==> src/rtl/hc595_pkg.sv <==
// Shared types and defaults for the 74HC595-style serial driver.
// Used by hc595_serial_driver and hc595_phase_timer.
package hc595_pkg;

  typedef enum logic [2:0] {
    S_IDLE      = 3'd0,
    S_SH_LO     = 3'd1,
    S_SH_HI     = 3'd2,
    S_LATCH     = 3'd3,
    S_CLR_MR    = 3'd4,
    S_CLR_LATCH = 3'd5
  } state_e;

  localparam int unsigned DEF_WIDTH   = 8;
  localparam int unsigned DEF_CLK_DIV = 4;
  localparam int unsigned PWM_CNT_W   = 8;

endpackage

==> src/rtl/hc595_phase_timer.sv <==
// Loadable down-counter: after a load, done_o pulses for one cycle once
// CLK_DIV cycles (counting the load cycle's successor onward) have elapsed.
module hc595_phase_timer #(
  parameter int unsigned CLK_DIV = 4
) (
  input  logic clk_i,
  input  logic rst_bar_i,
  input  logic load_i,
  output logic done_o
);

  localparam int unsigned TW = (CLK_DIV > 1) ? $clog2(CLK_DIV) : 1;

  logic [TW-1:0] cnt_q, cnt_d;
  logic          armed_q, armed_d;

  // next-state: reload wins over counting so back-to-back phases chain cleanly
  always_comb begin
    cnt_d   = cnt_q;
    armed_d = armed_q;
    if (load_i) begin
      cnt_d   = TW'(CLK_DIV - 1);
      armed_d = 1'b1;
    end else if (armed_q) begin
      if (cnt_q == {TW{1'b0}}) begin
        armed_d = 1'b0;
      end else begin
        cnt_d = cnt_q - TW'(1);
      end
    end else begin
      armed_d = 1'b0;
    end
  end

  // counter and armed flag
  always_ff @(posedge clk_i or negedge rst_bar_i) begin
    if (!rst_bar_i) begin
      cnt_q   <= {TW{1'b0}};
      armed_q <= 1'b0;
    end else begin
      cnt_q   <= cnt_d;
      armed_q <= armed_d;
    end
  end

  assign done_o = armed_q && (cnt_q == {TW{1'b0}});

endmodule

==> src/rtl/hc595_serial_driver.sv <==
// Serializes parallel words MSB-first into a 74HC595-style register.
// Optional OE_PWM_EN adds a DUTY port and PWM-modulated OE_BAR.
module hc595_serial_driver
  import hc595_pkg::*;
#(
  parameter int unsigned WIDTH   = DEF_WIDTH,
  parameter int unsigned CLK_DIV = DEF_CLK_DIV
) (
  input  logic             CLK,
  input  logic             RST_BAR,
  input  logic [WIDTH-1:0] DIN,
  input  logic             DIN_VALID,
  output logic             DIN_READY,
  input  logic             CLR,
  output logic             BUSY,
  output logic             DS,
  output logic             SHCP,
  output logic             STCP,
  output logic             MR_BAR,
  output logic             OE_BAR
`ifdef OE_PWM_EN
  ,
  input  logic [PWM_CNT_W-1:0] DUTY
`endif
);

  localparam int unsigned CW = $clog2(WIDTH + 1);

  state_e           state_q, state_d;
  logic [WIDTH-1:0] sreg_q, sreg_d;
  logic [CW-1:0]    cnt_q, cnt_d;
  logic             ready_q, ready_d;
  logic             latched_q, latched_d;
  logic             ds_q, shcp_q, stcp_q, mr_bar_q, oe_bar_q;
  logic             oe_bar_d;
  logic             phase_load_s, phase_done_s;

  // Every state change restarts the phase timer, so each state lasts CLK_DIV cycles.
  assign phase_load_s = (state_d != state_q);

  hc595_phase_timer #(
    .CLK_DIV (CLK_DIV)
  ) u_phase_timer (
    .clk_i     (CLK),
    .rst_bar_i (RST_BAR),
    .load_i    (phase_load_s),
    .done_o    (phase_done_s)
  );

  // FSM next-state; ready_q lags IDLE by one cycle, so IDLE only acts once ready is visible
  always_comb begin
    state_d   = state_q;
    sreg_d    = sreg_q;
    cnt_d     = cnt_q;
    latched_d = latched_q;
    ready_d   = 1'b0;
    case (state_q)
      S_IDLE: begin
        ready_d = 1'b1;
        if (ready_q && CLR) begin
          state_d = S_CLR_MR;
          ready_d = 1'b0;
        end else if (ready_q && DIN_VALID) begin
          sreg_d  = DIN;
          cnt_d   = CW'(WIDTH);
          state_d = S_SH_LO;
          ready_d = 1'b0;
        end else begin
          state_d = S_IDLE;
        end
      end
      S_SH_LO: begin
        if (phase_done_s) begin
          state_d = S_SH_HI;
        end else begin
          state_d = S_SH_LO;
        end
      end
      S_SH_HI: begin
        if (phase_done_s) begin
          cnt_d = cnt_q - CW'(1);
          if (cnt_q != CW'(1)) begin
            sreg_d  = sreg_q << 1;
            state_d = S_SH_LO;
          end else begin
            state_d = S_LATCH;
          end
        end else begin
          state_d = S_SH_HI;
        end
      end
      S_LATCH, S_CLR_LATCH: begin
        if (phase_done_s) begin
          latched_d = 1'b1;
          state_d   = S_IDLE;
        end else begin
          state_d = state_q;
        end
      end
      S_CLR_MR: begin
        if (phase_done_s) begin
          state_d = S_CLR_LATCH;
        end else begin
          state_d = S_CLR_MR;
        end
      end
      default: begin
        state_d = S_IDLE;
      end
    endcase
  end

  // FSM state, data and bookkeeping registers
  always_ff @(posedge CLK or negedge RST_BAR) begin
    if (!RST_BAR) begin
      state_q   <= S_IDLE;
      sreg_q    <= {WIDTH{1'b0}};
      cnt_q     <= {CW{1'b0}};
      ready_q   <= 1'b0;
      latched_q <= 1'b0;
    end else begin
      state_q   <= state_d;
      sreg_q    <= sreg_d;
      cnt_q     <= cnt_d;
      ready_q   <= ready_d;
      latched_q <= latched_d;
    end
  end

`ifdef OE_PWM_EN
  logic [PWM_CNT_W-1:0] pwm_cnt_q;

  // free-running brightness counter, wraps 255 -> 0
  always_ff @(posedge CLK or negedge RST_BAR) begin
    if (!RST_BAR) begin
      pwm_cnt_q <= {PWM_CNT_W{1'b0}};
    end else begin
      pwm_cnt_q <= pwm_cnt_q + PWM_CNT_W'(1);
    end
  end

  assign oe_bar_d = latched_q ? !(pwm_cnt_q < DUTY) : 1'b1;
`else
  assign oe_bar_d = ~latched_q;
`endif

  // Pin drivers follow the state one cycle late; DS moves with SHCP falling, never rising.
  always_ff @(posedge CLK or negedge RST_BAR) begin
    if (!RST_BAR) begin
      ds_q     <= 1'b0;
      shcp_q   <= 1'b0;
      stcp_q   <= 1'b0;
      mr_bar_q <= 1'b1;
      oe_bar_q <= 1'b1;
    end else begin
      ds_q     <= sreg_q[WIDTH-1];
      shcp_q   <= (state_q == S_SH_HI);
      stcp_q   <= (state_q == S_LATCH) || (state_q == S_CLR_LATCH);
      mr_bar_q <= (state_q != S_CLR_MR);
      oe_bar_q <= oe_bar_d;
    end
  end

  assign DIN_READY = ready_q;
  assign BUSY      = ~ready_q;
  assign DS        = ds_q;
  assign SHCP      = shcp_q;
  assign STCP      = stcp_q;
  assign MR_BAR    = mr_bar_q;
  assign OE_BAR    = oe_bar_q;

endmodule

==> config.mk <==
export PLATFORM = sky130hd
export DESIGN_NAME = hc595_serial_driver
export DESIGN_NICKNAME = d
export VERILOG_FILES = /design/src/rtl/hc595_pkg.sv /design/src/rtl/hc595_phase_timer.sv /design/src/rtl/hc595_serial_driver.sv
export SDC_FILE = /design/constraint.sdc
export NUM_CORES = 1
export LEC_CHECK = 0
export BUFFER_PORTS_ARGS = -buffer_cell sky130_fd_sc_hd__buf_2
export CORE_MARGIN = 2
export CORE_UTILIZATION = 41
export CTS_CLUSTER_SIZE = 8
export DETAILED_ROUTE_END_ITERATION = 6
export GPL_TIMING_DRIVEN = 0
export SYNTH_ARGS = -nofsm -noshare
export SYNTH_HDL_FRONTEND = slang
export SYNTH_SLANG_ARGS = --single-unit
==> constraint.sdc <==
create_clock -name CLK -period 4 [get_ports CLK]
set_input_delay 0.8 -clock CLK [delete_from_list [all_inputs] [get_ports CLK]]
set_output_delay 0.8 -clock CLK [all_outputs]
set_load 0.01 [all_outputs]
==> reports/summary.log, run 1 <==
INFO  outcome        run_status=finished clean
INFO  clock_network  number_of_sinks_driven_by_the_clock_tree=25
INFO  detailed_routing dr.first_iter.drc_count=33
INFO  place          dp_cells=170
INFO  yosys          ys_seq_elements=25
INFO  global_route   total_grt_usage=15.7%
INFO  cells_and_area multi_input_area=591um2
INFO  global_route   global_route.usage.met1=19.3%
INFO  cells_and_area final_nets=157
INFO  yosys          yosysWarnings=0
INFO  global_route   groute.layer.met2.usage=26.6%
INFO  sta            max_transition_viols_final=0
INFO  yosys          synth-seq-area-share=49.0%
INFO  detailed_routing finalWirelength=2.32mm
INFO  power          ir_worst_vdd=0.000180V
INFO  critical_path  worst-endpoint-arrival=0.98ns
INFO  sta            tightest_slew=0.546ns
INFO  power          power.leakage=0.701nW
INFO  global_route   global_route_layer_with_the_greatest_usage=met2
INFO  global_route   global_routing_met3_resource_utilization=4.55%
INFO  critical_path  timing.critical_path.fanout_max=5
INFO  die            io-pin-count=19
INFO  cells_and_area final_cells=174
INFO  detailed_routing detail_route.wl_per_cell=13.3um
INFO  sta            fmaxAchievable=0.560GHz
INFO  yosys          syn_area_per_cell=10.8um2
INFO  cells_and_area area.sequential=628um2
INFO  critical_path  cpMaxStageDelayCell=sky130_fd_sc_hd__dfrtp_1
INFO  critical_path  worstPathCellList=inv_1 > buf_2
INFO  worst_hold_path worst_hold_path.num_cells=1
INFO  clock_network  post_cts.resized_instances=0
INFO  worst_hold_path timing.hold.worst.class=reg2reg
INFO  sta            post-route-worst-setup-slack=2.22ns
INFO  clock_network  cts-root-to-sink-buffers=2
INFO  critical_path  timing_worst_setup_path_type=reg2out
INFO  yosys          netlist.area_leader.share=44.9%
INFO  clock_network  cts.root.buffer_cell=sky130_fd_sc_hd__clkbuf_4
INFO  critical_path  crit_path_max_incr_delay=0.45ns
INFO  sta            slew_headroom=63.6%
INFO  sta            layout_worst_path_cycle_share=44.6%
INFO  flow_run       cap_violations=0
INFO  sta            hold-worst-slack=0.377ns
INFO  yosys          synth_top_area_cell=sky130_fd_sc_hd__dfrtp_1
INFO  detailed_routing remaining_drc_errors=0
INFO  global_route   wire_length_of_the_first_global_routing_pass=4.20mm
INFO  cells_and_area diodes=0
INFO  die            rows=20
INFO  power          power_density=266nW/um2
INFO  die            die_y=59.9um
INFO  die            die_area=3590um2
INFO  clock_network  tritoncts=yes
INFO  detailed_routing drt_pre_antenna_iters=4
INFO  sta            finalSetupTns=0ns
INFO  global_route   gr-total-overflow=0
INFO  clock_network  post_cts_hold_buffer_count=0
INFO  clock_network  buffer_count_from_post_cts_setup_fixing=0
INFO  detailed_routing routed-via-count=928
INFO  global_route   first_global_vias=981
INFO  cells_and_area nFillCells=291
INFO  critical_path  critPathCaptureType=output port
INFO  yosys          mappedNetlistNets=134
INFO  critical_path  timing.critical_path.from_type=flip-flop
INFO  yosys          synth.distinct_cells=37
INFO  yosys          synthesis.instances=119
INFO  cells_and_area syn2layout_area_growth=12.3%
INFO  cells_and_area mostFrequentLayoutCells=sky130_fd_sc_hd__dfrtp_1, sky130_fd_sc_hd__buf_2, sky130_fd_sc_hd__nor2_1
INFO  critical_path  r2r.worst_path.cells=6
INFO  sta            timing.final.crit_period=1.78ns
INFO  sta            hold_viol=0
INFO  cells_and_area layout-drive-gt1-share=26.2%
INFO  place          buffer_ports.inserted=18
INFO  global_route   grt_max_degree=26
INFO  clock_network  cts_htree_levels=1
INFO  detailed_routing via_per_inst=5.33
INFO  sta            unrepaired_setup_endpoints_after_global_routing=no
INFO  place          hpwlAfterDp=1.64mm
INFO  place          place_congestion=0.742
INFO  sta            setup-violations-final=0
INFO  cells_and_area mostFrequentLayoutCell=sky130_fd_sc_hd__dfrtp_1
INFO  cells_and_area post-route-util=48.0%
INFO  yosys          synthesis.area=1280um2
INFO  clock_network  reg_clk_slew_reported_paths=0.13ns
INFO  clock_network  cts_inserted_buffers=3
INFO  sta            finClkSkew=0.0117ns
INFO  die            initial_utilization=42.7%
INFO  clock_network  clk-insertion-delay-late=0.33ns
INFO  global_route   antenna_violations_before_repair=0
INFO  die            die_w=59.9um
INFO  yosys          synth_area_leaders=sky130_fd_sc_hd__dfrtp_1, sky130_fd_sc_hd__mux2i_1, sky130_fd_sc_hd__a22oi_1
INFO  die            placeable_core_region=3000um2
INFO  detailed_routing antenna_violating_nets_post_route=0
INFO  critical_path  timing.critical_path.required=3.20ns
INFO  place          place_ws=2.34ns
[routing by layer]
layer	vias to the layer above	share of wire (%)
met2	14	47
li1	462	-
met3	4	3.4
met4	0	1.4
met1	448	48
met5	-	0
[worst max-delay path, delay by kind of cell, from the launching register on]
kind | cells | cell delay, ns
DFF | 1 | 0.45
buffers and inverters | 2 | 0.22
[stage by stage]
| stage | instance area [um2] | total power [mW] |
|---|---|---|
| 2_1_floorplan | 1280 | 0.263 |
| 3_3_place_gp | 1410 | 0.275 |
| 3_5_place_dp | 1410 | 0.275 |
| 4_1_cts | 1440 | 0.389 |
| 5_1_grt | 1440 | 0.402 |
| 6_report | 1440 | 0.383 |
[synthesized netlist by cell type]
library cell / instances
sky130_fd_sc_hd__nand3_4: 1
sky130_fd_sc_hd__nand4b_4: 1
sky130_fd_sc_hd__buf_4: 1
sky130_fd_sc_hd__and3b_1: 1
sky130_fd_sc_hd__ha_1: 3
sky130_fd_sc_hd__a22oi_2: 1
sky130_fd_sc_hd__xnor2_1: 1
sky130_fd_sc_hd__a22oi_1: 8
sky130_fd_sc_hd__inv_1: 7
sky130_fd_sc_hd__a21oi_1: 1
sky130_fd_sc_hd__nand3_1: 7
sky130_fd_sc_hd__nor4b_1: 1
sky130_fd_sc_hd__nor2b_2: 1
sky130_fd_sc_hd__nor3b_4: 1
sky130_fd_sc_hd__o2111a_1: 1
sky130_fd_sc_hd__nor2_4: 1
sky130_fd_sc_hd__o21ai_0: 7
sky130_fd_sc_hd__o21ai_1: 1
sky130_fd_sc_hd__nand2b_1: 2
sky130_fd_sc_hd__nor2b_1: 3
sky130_fd_sc_hd__nor3_1: 2
sky130_fd_sc_hd__nand2_1: 7
sky130_fd_sc_hd__mux2i_1: 7
sky130_fd_sc_hd__nor2_1: 12
sky130_fd_sc_hd__clkbuf_1: 1
sky130_fd_sc_hd__xor2_1: 3
sky130_fd_sc_hd__buf_6: 1
sky130_fd_sc_hd__nor3_2: 1
sky130_fd_sc_hd__dfstp_2: 2
sky130_fd_sc_hd__and4b_1: 1
sky130_fd_sc_hd__buf_2: 3
sky130_fd_sc_hd__nand4bb_1: 1
sky130_fd_sc_hd__a21o_1: 1
sky130_fd_sc_hd__or3b_4: 1
sky130_fd_sc_hd__and2_1: 2
sky130_fd_sc_hd__dfrtp_1: 23
sky130_fd_sc_hd__nand2_4: 1
[kinds of logic (layout without fill, tap and decap cells)]
kind of cell | after synthesis | in the layout | share of synthesized area (%)
multiplexers | 7 | 7 | 5.46
flip-flops | 25 | 25 | 49.0
adder cells (fa/ha/maj) | 3 | 3 | 2.93
AO/OA/AOI/OAI | 20 | 20 | 10.6
XOR/XNOR | 4 | 4 | 2.73
buffers and inverters | 13 | 35 | 4.98
AND/OR/NAND/NOR | 47 | 47 | 24.3
[sequential cells by signal, summed over array words and instances, names as in the netlist]
name and flops:
cnt_q 4, state_q 3, DIN_READY 1, u_phase_timer.armed_q 1
SHCP 1, sreg_q 8, latched_q 1, OE_BAR 1
DS 1, u_phase_timer.cnt_q 2, MR_BAR 1, STCP 1
[path summary, 6_finish.rpt]
kind	slack, ns	from	end
max reg2reg	2.43	cnt_q[1]	u_phase_timer.cnt_q[0]
max in group asynchronous	3.19	RST_BAR	sreg_q[3]
min reg2reg	0.38	latched_q	OE_BAR
min	0.38	latched_q	OE_BAR
min in group asynchronous	0.43	RST_BAR	STCP
max	2.22	DIN_READY	BUSY
[power breakdown]
part	switching [mW]	leakage [nW]	total [mW]	internal [mW]
Clock	0.0738	0.0150	0.113	0.0391
Sequential	0.000320	0.313	0.254	0.254
Combinational	0.00919	0.373	0.0156	0.00639
[final cells by class]
cell class	count	area share, %
Inverter	7	1.82
Sequential cell	25	43.6
Timing Repair Buffer	18	6.26
Tap cell	33	2.87
Clock buffer	4	1.82
Buffer	6	2.61
Multi-Input combinational cell	81	41.0
(Power assumes the default switching activity.)
==> inputs of run 2 (changes only) <==
- clock period: 4 -> 1.6 ns (I/O delays scaled with it)
==> reports/summary.log, run 2 (same netlist as run 1, synthesis figures left out) <==
INFO  flow_run       cap_violations=0
INFO  sta            post-route-worst-setup-slack=0.0525ns
INFO  global_route   antenna_violations_before_repair=0
INFO  critical_path  timing.critical_path.from_type=flip-flop
INFO  place          hpwlAfterDp=1.64mm
INFO  global_route   groute.layer.met2.usage=26.9%
INFO  cells_and_area top_register=sreg_q
INFO  power          report.power.total=962uW
INFO  sta            layout_worst_path_cycle_share=96.7%
INFO  outcome        run_status=finished clean
INFO  place          dp_cells=170
INFO  critical_path  timing.critical_path.required=1.82ns
INFO  power          ir_worst_vdd=0.000458V
INFO  global_route   first_global_vias=993
INFO  global_route   global_route_layer_with_the_greatest_usage=met2
INFO  global_route   global_routing_met3_resource_utilization=4.55%
INFO  clock_network  cts_htree_levels=1
INFO  place          place_ws=0.0352ns
INFO  worst_hold_path timing.hold.worst.class=in2reg
INFO  detailed_routing remaining_drc_errors=0
INFO  cells_and_area syn2layout_area_growth=18.4%
INFO  clock_network  reg_clk_slew_reported_paths=0.13ns
INFO  cells_and_area final_cells=179
INFO  cells_and_area finalInstanceArea=1520um2
INFO  cells_and_area final_nets=162
INFO  clock_network  number_of_sinks_driven_by_the_clock_tree=25
INFO  clock_network  cts_inserted_buffers=3
INFO  sta            fmaxAchievable=0.646GHz
INFO  sta            timing.final.crit_period=1.55ns
INFO  cells_and_area mostFrequentLayoutCell=sky130_fd_sc_hd__dfrtp_1
INFO  die            io-pin-count=19
INFO  cells_and_area layout-drive-gt1-share=31.5%
INFO  clock_network  clk-insertion-delay-late=0.33ns
INFO  detailed_routing dr.first_iter.drc_count=43
INFO  power          power.leakage=0.730nW
INFO  detailed_routing finalWirelength=2.49mm
INFO  critical_path  cpMaxStageDelayCell=sky130_fd_sc_hd__dfrtp_1
INFO  cells_and_area diodes=0
INFO  sta            tightest_slew=0.552ns
INFO  critical_path  timing.critical_path.buf_inv=1
INFO  critical_path  timing.critical_path.fanout_max=3
INFO  critical_path  critPathCaptureType=flip-flop
INFO  detailed_routing drt_pre_antenna_iters=4
INFO  place          buffer_ports.inserted=18
INFO  clock_network  tritoncts=yes
INFO  detailed_routing routed-via-count=959
INFO  sta            finalSetupTns=0ns
INFO  global_route   total_grt_usage=15.8%
INFO  sta            slew_headroom=63.2%
INFO  place          dpl-instance-area=1410um2
INFO  global_route   global_route.usage.met1=19.3%
INFO  detailed_routing antenna_violating_nets_post_route=0
INFO  sta            setup-violations-final=0
INFO  detailed_routing detail_route.wl_per_cell=13.9um
INFO  sta            finClkSkew=0.00942ns
INFO  cells_and_area largest_register_ff_count=8
INFO  global_route   gr-total-overflow=0
INFO  sta            unrepaired_setup_endpoints_after_global_routing=yes
INFO  clock_network  cts-root-to-sink-buffers=2
INFO  die            initial_utilization=42.7%
INFO  die            die_y=59.9um
INFO  cells_and_area biggestRegsByFlops=sreg_q x8, cnt_q x4, state_q x3
INFO  sta            max_transition_viols_final=0
INFO  place          place_congestion=0.742
INFO  critical_path  worstPathCellList=inv_2 > ha_4 > or3b_4 > nor3_2 > o2111a_1 > nand2_1
INFO  critical_path  crit_path_max_incr_delay=0.43ns
INFO  clock_network  cts.root.buffer_cell=sky130_fd_sc_hd__clkbuf_4
INFO  critical_path  worst-endpoint-arrival=1.77ns
INFO  cells_and_area mostFrequentLayoutCells=sky130_fd_sc_hd__dfrtp_1, sky130_fd_sc_hd__buf_2, sky130_fd_sc_hd__nor2_1
INFO  global_route   grt_max_degree=26
INFO  die            die_area=3590um2
INFO  critical_path  crit_family=simple AND/OR/NAND/NOR gates
INFO  sta            hold_viol=0
INFO  critical_path  timing_worst_setup_path_type=reg2reg
INFO  die            die_w=59.9um
INFO  die            placeable_core_region=3000um2
INFO  die            rows=20
INFO  global_route   wire_length_of_the_first_global_routing_pass=4.22mm
INFO  power          power_density=633nW/um2
INFO  detailed_routing via_per_inst=5.36
run 2: cell count changes in the layout (fill, tap and decap cells not counted), sizes merged:
cell	previous run	this run
dlygate4sd3	0	1
buf	23	27
run 2: worst reg2reg max path, cell delays in order, from the launching register on:
cell	delay, ns
sky130_fd_sc_hd__dfrtp_1	0.43
sky130_fd_sc_hd__inv_2	0.09
sky130_fd_sc_hd__ha_4	0.11
sky130_fd_sc_hd__or3b_4	0.40
sky130_fd_sc_hd__nor3_2	0.11
sky130_fd_sc_hd__o2111a_1	0.24
sky130_fd_sc_hd__nand2_1	0.07
run 2: path summary, 6_finish.rpt:
kind                            from                      to  slack [ns]  cells past startpoint
setup / recovery            cnt_q[1]  u_phase_timer.cnt_q[0]        0.05                      6
hold / removal                DIN[0]               sreg_q[0]        0.21                      3
setup reg to reg            cnt_q[1]  u_phase_timer.cnt_q[0]        0.05                      6
hold reg to reg            latched_q                  OE_BAR        0.38                      1
max in group asynchronous    RST_BAR                cnt_q[0]        0.70                      2
min in group asynchronous    RST_BAR                    STCP        0.49                      2
run 2: final cells by class:
| class | instances | area, um2 |
|---|---|---|
| Fill cell | 291 | 1480 |
| Sequential cell | 25 | 629 |
| Multi-Input combinational cell | 81 | 613 |
| Timing Repair Buffer | 23 | 143 |
| Tap cell | 33 | 41.3 |
| Buffer | 6 | 40.0 |
| Clock buffer | 4 | 26.3 |
| Inverter | 7 | 26.3 |
run 2: power by group:
part / total, mW / leakage, nW / internal (mW) / switching, mW
logic: 0.0414 / 0.402 / 0.0176 / 0.0238
registers: 0.635 / 0.313 / 0.635 / 0.000800
clock network: 0.285 / 0.0150 / 0.0978 / 0.187
run 2: metrics by stage:
step                      hold slack (ns)  utilization, %
after global placement              0.345            47.1
final                               0.212            50.6
after floorplan                    0.0244               -
after global routing                0.226            50.6
after detailed placement            0.343            47.1
after CTS                           0.216            48.3
run 2: per-layer routing:
metal	part of all wire, %	vias up
li1	-	470
met1	46	468
met2	49	17
met3	3.5	4
met4	1.3	0
met5	0	-
run 2: what timing repair did:
| item | CTS | global route |
|---|---|---|
| setup buffers | 0 | 4 |
| endpoints found under the setup margin | 0 | 12 |
| gates resized for setup | 0 | 9 |
| hold buffers | 1 | 0 |
| hold endpoints to repair | 23 | 0 |
==> inputs of run 3 (changes only) <==
- GPL_TIMING_DRIVEN: 0 -> not set
==> reports/summary.log, run 3 (same netlist as run 1, synthesis figures left out) <==
INFO  outcome        run_status=finished clean
INFO  worst_hold_path holdCritStartpoint=DIN[0]
INFO  cells_and_area top_register=sreg_q
INFO  detailed_routing dr.first_iter.drc_count=48
INFO  detailed_routing routed-via-count=917
INFO  cells_and_area layout-drive-gt1-share=30.1%
INFO  place          dpl-instance-area=1440um2
INFO  power          power_density=640nW/um2
INFO  sta            timing.final.crit_period=1.50ns
INFO  detailed_routing via_per_inst=5.12
INFO  critical_path  critPathCaptureType=flip-flop
INFO  place          place_congestion=0.751
INFO  sta            layout_worst_path_cycle_share=93.7%
INFO  power          seq_power_share=66.7%
INFO  detailed_routing finalWirelength=2.26mm
INFO  sta            post-route-worst-setup-slack=0.100ns
INFO  power          swShare=21.3%
INFO  critical_path  worstSetupEndpoint=u_phase_timer.armed_q
INFO  power          netSwitchingPower=203uW
INFO  critical_path  timing.critical_path.fanout_max=3
INFO  power          clkPwrFrac=29.1%
INFO  cells_and_area nFillCells=295
INFO  sta            fmaxAchievable=0.667GHz
INFO  die            rows=20
INFO  power          power.leakage=0.728nW
INFO  cells_and_area diodes=0
INFO  cells_and_area final_cells=179
INFO  sta            tightest_slew=0.562ns
INFO  global_route   total_grt_usage=15.0%
INFO  global_route   first_global_vias=921
INFO  cells_and_area finalInstanceArea=1490um2
INFO  place          hpwlAfterDp=1.67mm
INFO  power          ir_worst_vdd=0.000291V
INFO  sta            unrepaired_setup_endpoints_after_global_routing=yes
INFO  critical_path  reg2reg_from=cnt_q[1]
INFO  power          comb_power_share=4.3%
INFO  cells_and_area syn2layout_area_growth=16.1%
INFO  worst_hold_path timing.hold.worst.class=in2reg
INFO  detailed_routing remaining_drc_errors=0
INFO  cells_and_area final_nets=162
INFO  cells_and_area biggestRegsByFlops=sreg_q x8, cnt_q x4, state_q x3
INFO  cells_and_area mostFrequentLayoutCell=sky130_fd_sc_hd__dfrtp_1
INFO  critical_path  worst_r2r_endpoint=u_phase_timer.armed_q
INFO  critical_path  timing.critical_path.required=1.82ns
INFO  detailed_routing antenna_violating_nets_post_route=0
INFO  clock_network  cts.root.buffer_cell=sky130_fd_sc_hd__clkbuf_4
INFO  cells_and_area mostFrequentLayoutCells=sky130_fd_sc_hd__dfrtp_1, sky130_fd_sc_hd__buf_2, sky130_fd_sc_hd__nor2_1
INFO  global_route   antenna_violations_before_repair=0
INFO  critical_path  worst-endpoint-arrival=1.72ns
INFO  clock_network  number_of_sinks_driven_by_the_clock_tree=25
INFO  global_route   gr-total-overflow=0
INFO  clock_network  cts_htree_levels=1
INFO  detailed_routing drt_pre_antenna_iters=4
INFO  place          dp_cells=173
INFO  die            initial_utilization=42.7%
INFO  critical_path  ff2ff_setup_slack=0.10ns
INFO  critical_path  setup.worst_path.start=cnt_q[1]
INFO  clock_network  cts-root-to-sink-buffers=2
INFO  sta            setup-violations-final=0
INFO  critical_path  r2r.worst_path.cells=6
INFO  sta            finalSetupTns=0ns
INFO  sta            finClkSkew=0.000759ns
INFO  clock_network  clk-insertion-delay-late=0.31ns
INFO  sta            slew_headroom=62.5%
INFO  place          buffer_ports.inserted=18
INFO  clock_network  reg_clk_slew_reported_paths=0.13ns
INFO  power          internal-power=750uW
INFO  place          place_ws=0.0580ns
INFO  die            placeable_core_region=3000um2
INFO  die            die_y=59.9um
INFO  global_route   wire_length_of_the_first_global_routing_pass=4.05mm
INFO  die            die_w=59.9um
INFO  cells_and_area largest_register_ff_count=8
INFO  die            io-pin-count=19
INFO  clock_network  cts_inserted_buffers=3
INFO  sta            hold_viol=0
INFO  flow_run       cap_violations=0
INFO  die            die_area=3590um2
INFO  global_route   grt_max_degree=26
INFO  detailed_routing detail_route.wl_per_cell=12.6um
INFO  critical_path  timing_worst_setup_path_type=reg2reg
INFO  critical_path  timing.critical_path.from_type=flip-flop
INFO  sta            max_transition_viols_final=0
INFO  clock_network  tritoncts=yes
## run 3: area by class of cell
type | instances | area, um2 | area share, %
Sequential cell | 25 | 628 | 42.2
Multi-Input combinational cell | 81 | 592 | 39.7
Timing Repair Buffer | 29 | 175 | 11.8
Tap cell | 33 | 41.3 | 2.77
Clock buffer | 4 | 26.3 | 1.76
Inverter | 7 | 26.3 | 1.76
## run 3: worst min-delay path by stage
stage / depth (start not counted) / endpoint / slack (ns)
after CTS: 3 / sreg_q[0] / 0.23
after floorplan: 0 / DIN_READY / 0.02
final: 3 / sreg_q[0] / 0.23
after detailed placement: 1 / STCP / 0.35
after global placement: 1 / STCP / 0.33
after global routing: 3 / sreg_q[0] / 0.24
## run 3: what timing repair did
| item | 4_1_cts | 5_1_grt |
|---|---|---|
| gates resized for setup | 0 | 2 |
| endpoints found under the hold margin | 23 | 0 |
| hold buffers | 1 | 0 |
| buffers inserted | 0 | 1 |
| endpoints found under the setup margin | 0 | 13 |
## run 3: stage by stage
step / hold slack [ns] / util, % / total power, mW
2_1_floorplan: 0.0244 / - / 0.657
3_3_place_gp: 0.333 / 48.1 / 0.687
3_5_place_dp: 0.350 / 48.1 / 0.688
4_1_cts: 0.230 / 49.3 / 0.963
5_1_grt: 0.242 / 49.6 / 1.00
6_report: 0.233 / 49.6 / 0.953
## run 3: worst max-delay path, stage by stage (launching register included)
cell and delay, ns:
sky130_fd_sc_hd__dfrtp_1 0.42, sky130_fd_sc_hd__inv_2 0.06, sky130_fd_sc_hd__ha_1 0.12, sky130_fd_sc_hd__or3b_4 0.40
sky130_fd_sc_hd__nor3_2 0.11, sky130_fd_sc_hd__o2111a_1 0.23, sky130_fd_sc_hd__nand2b_1 0.06
## run 3: power by group through the flow
stage               logic, mW  registers, mW  clock network, mW
finish                 0.0407          0.635              0.277
global route           0.0463          0.636              0.321
CTS                    0.0424          0.635              0.286
detailed placement     0.0406          0.647                  0
global placement       0.0393          0.647                  0
floorplan             0.00853          0.648                  0
## run 3: layer usage
metal  vias up  global-route usage [%]  routed length, um
met5         -                       0                  0
met4         0                    6.67                 44
met3         5                    2.60                 73
met2        16                    24.1               1040
met1       430                    19.8               1100
li1        466                       -                  -
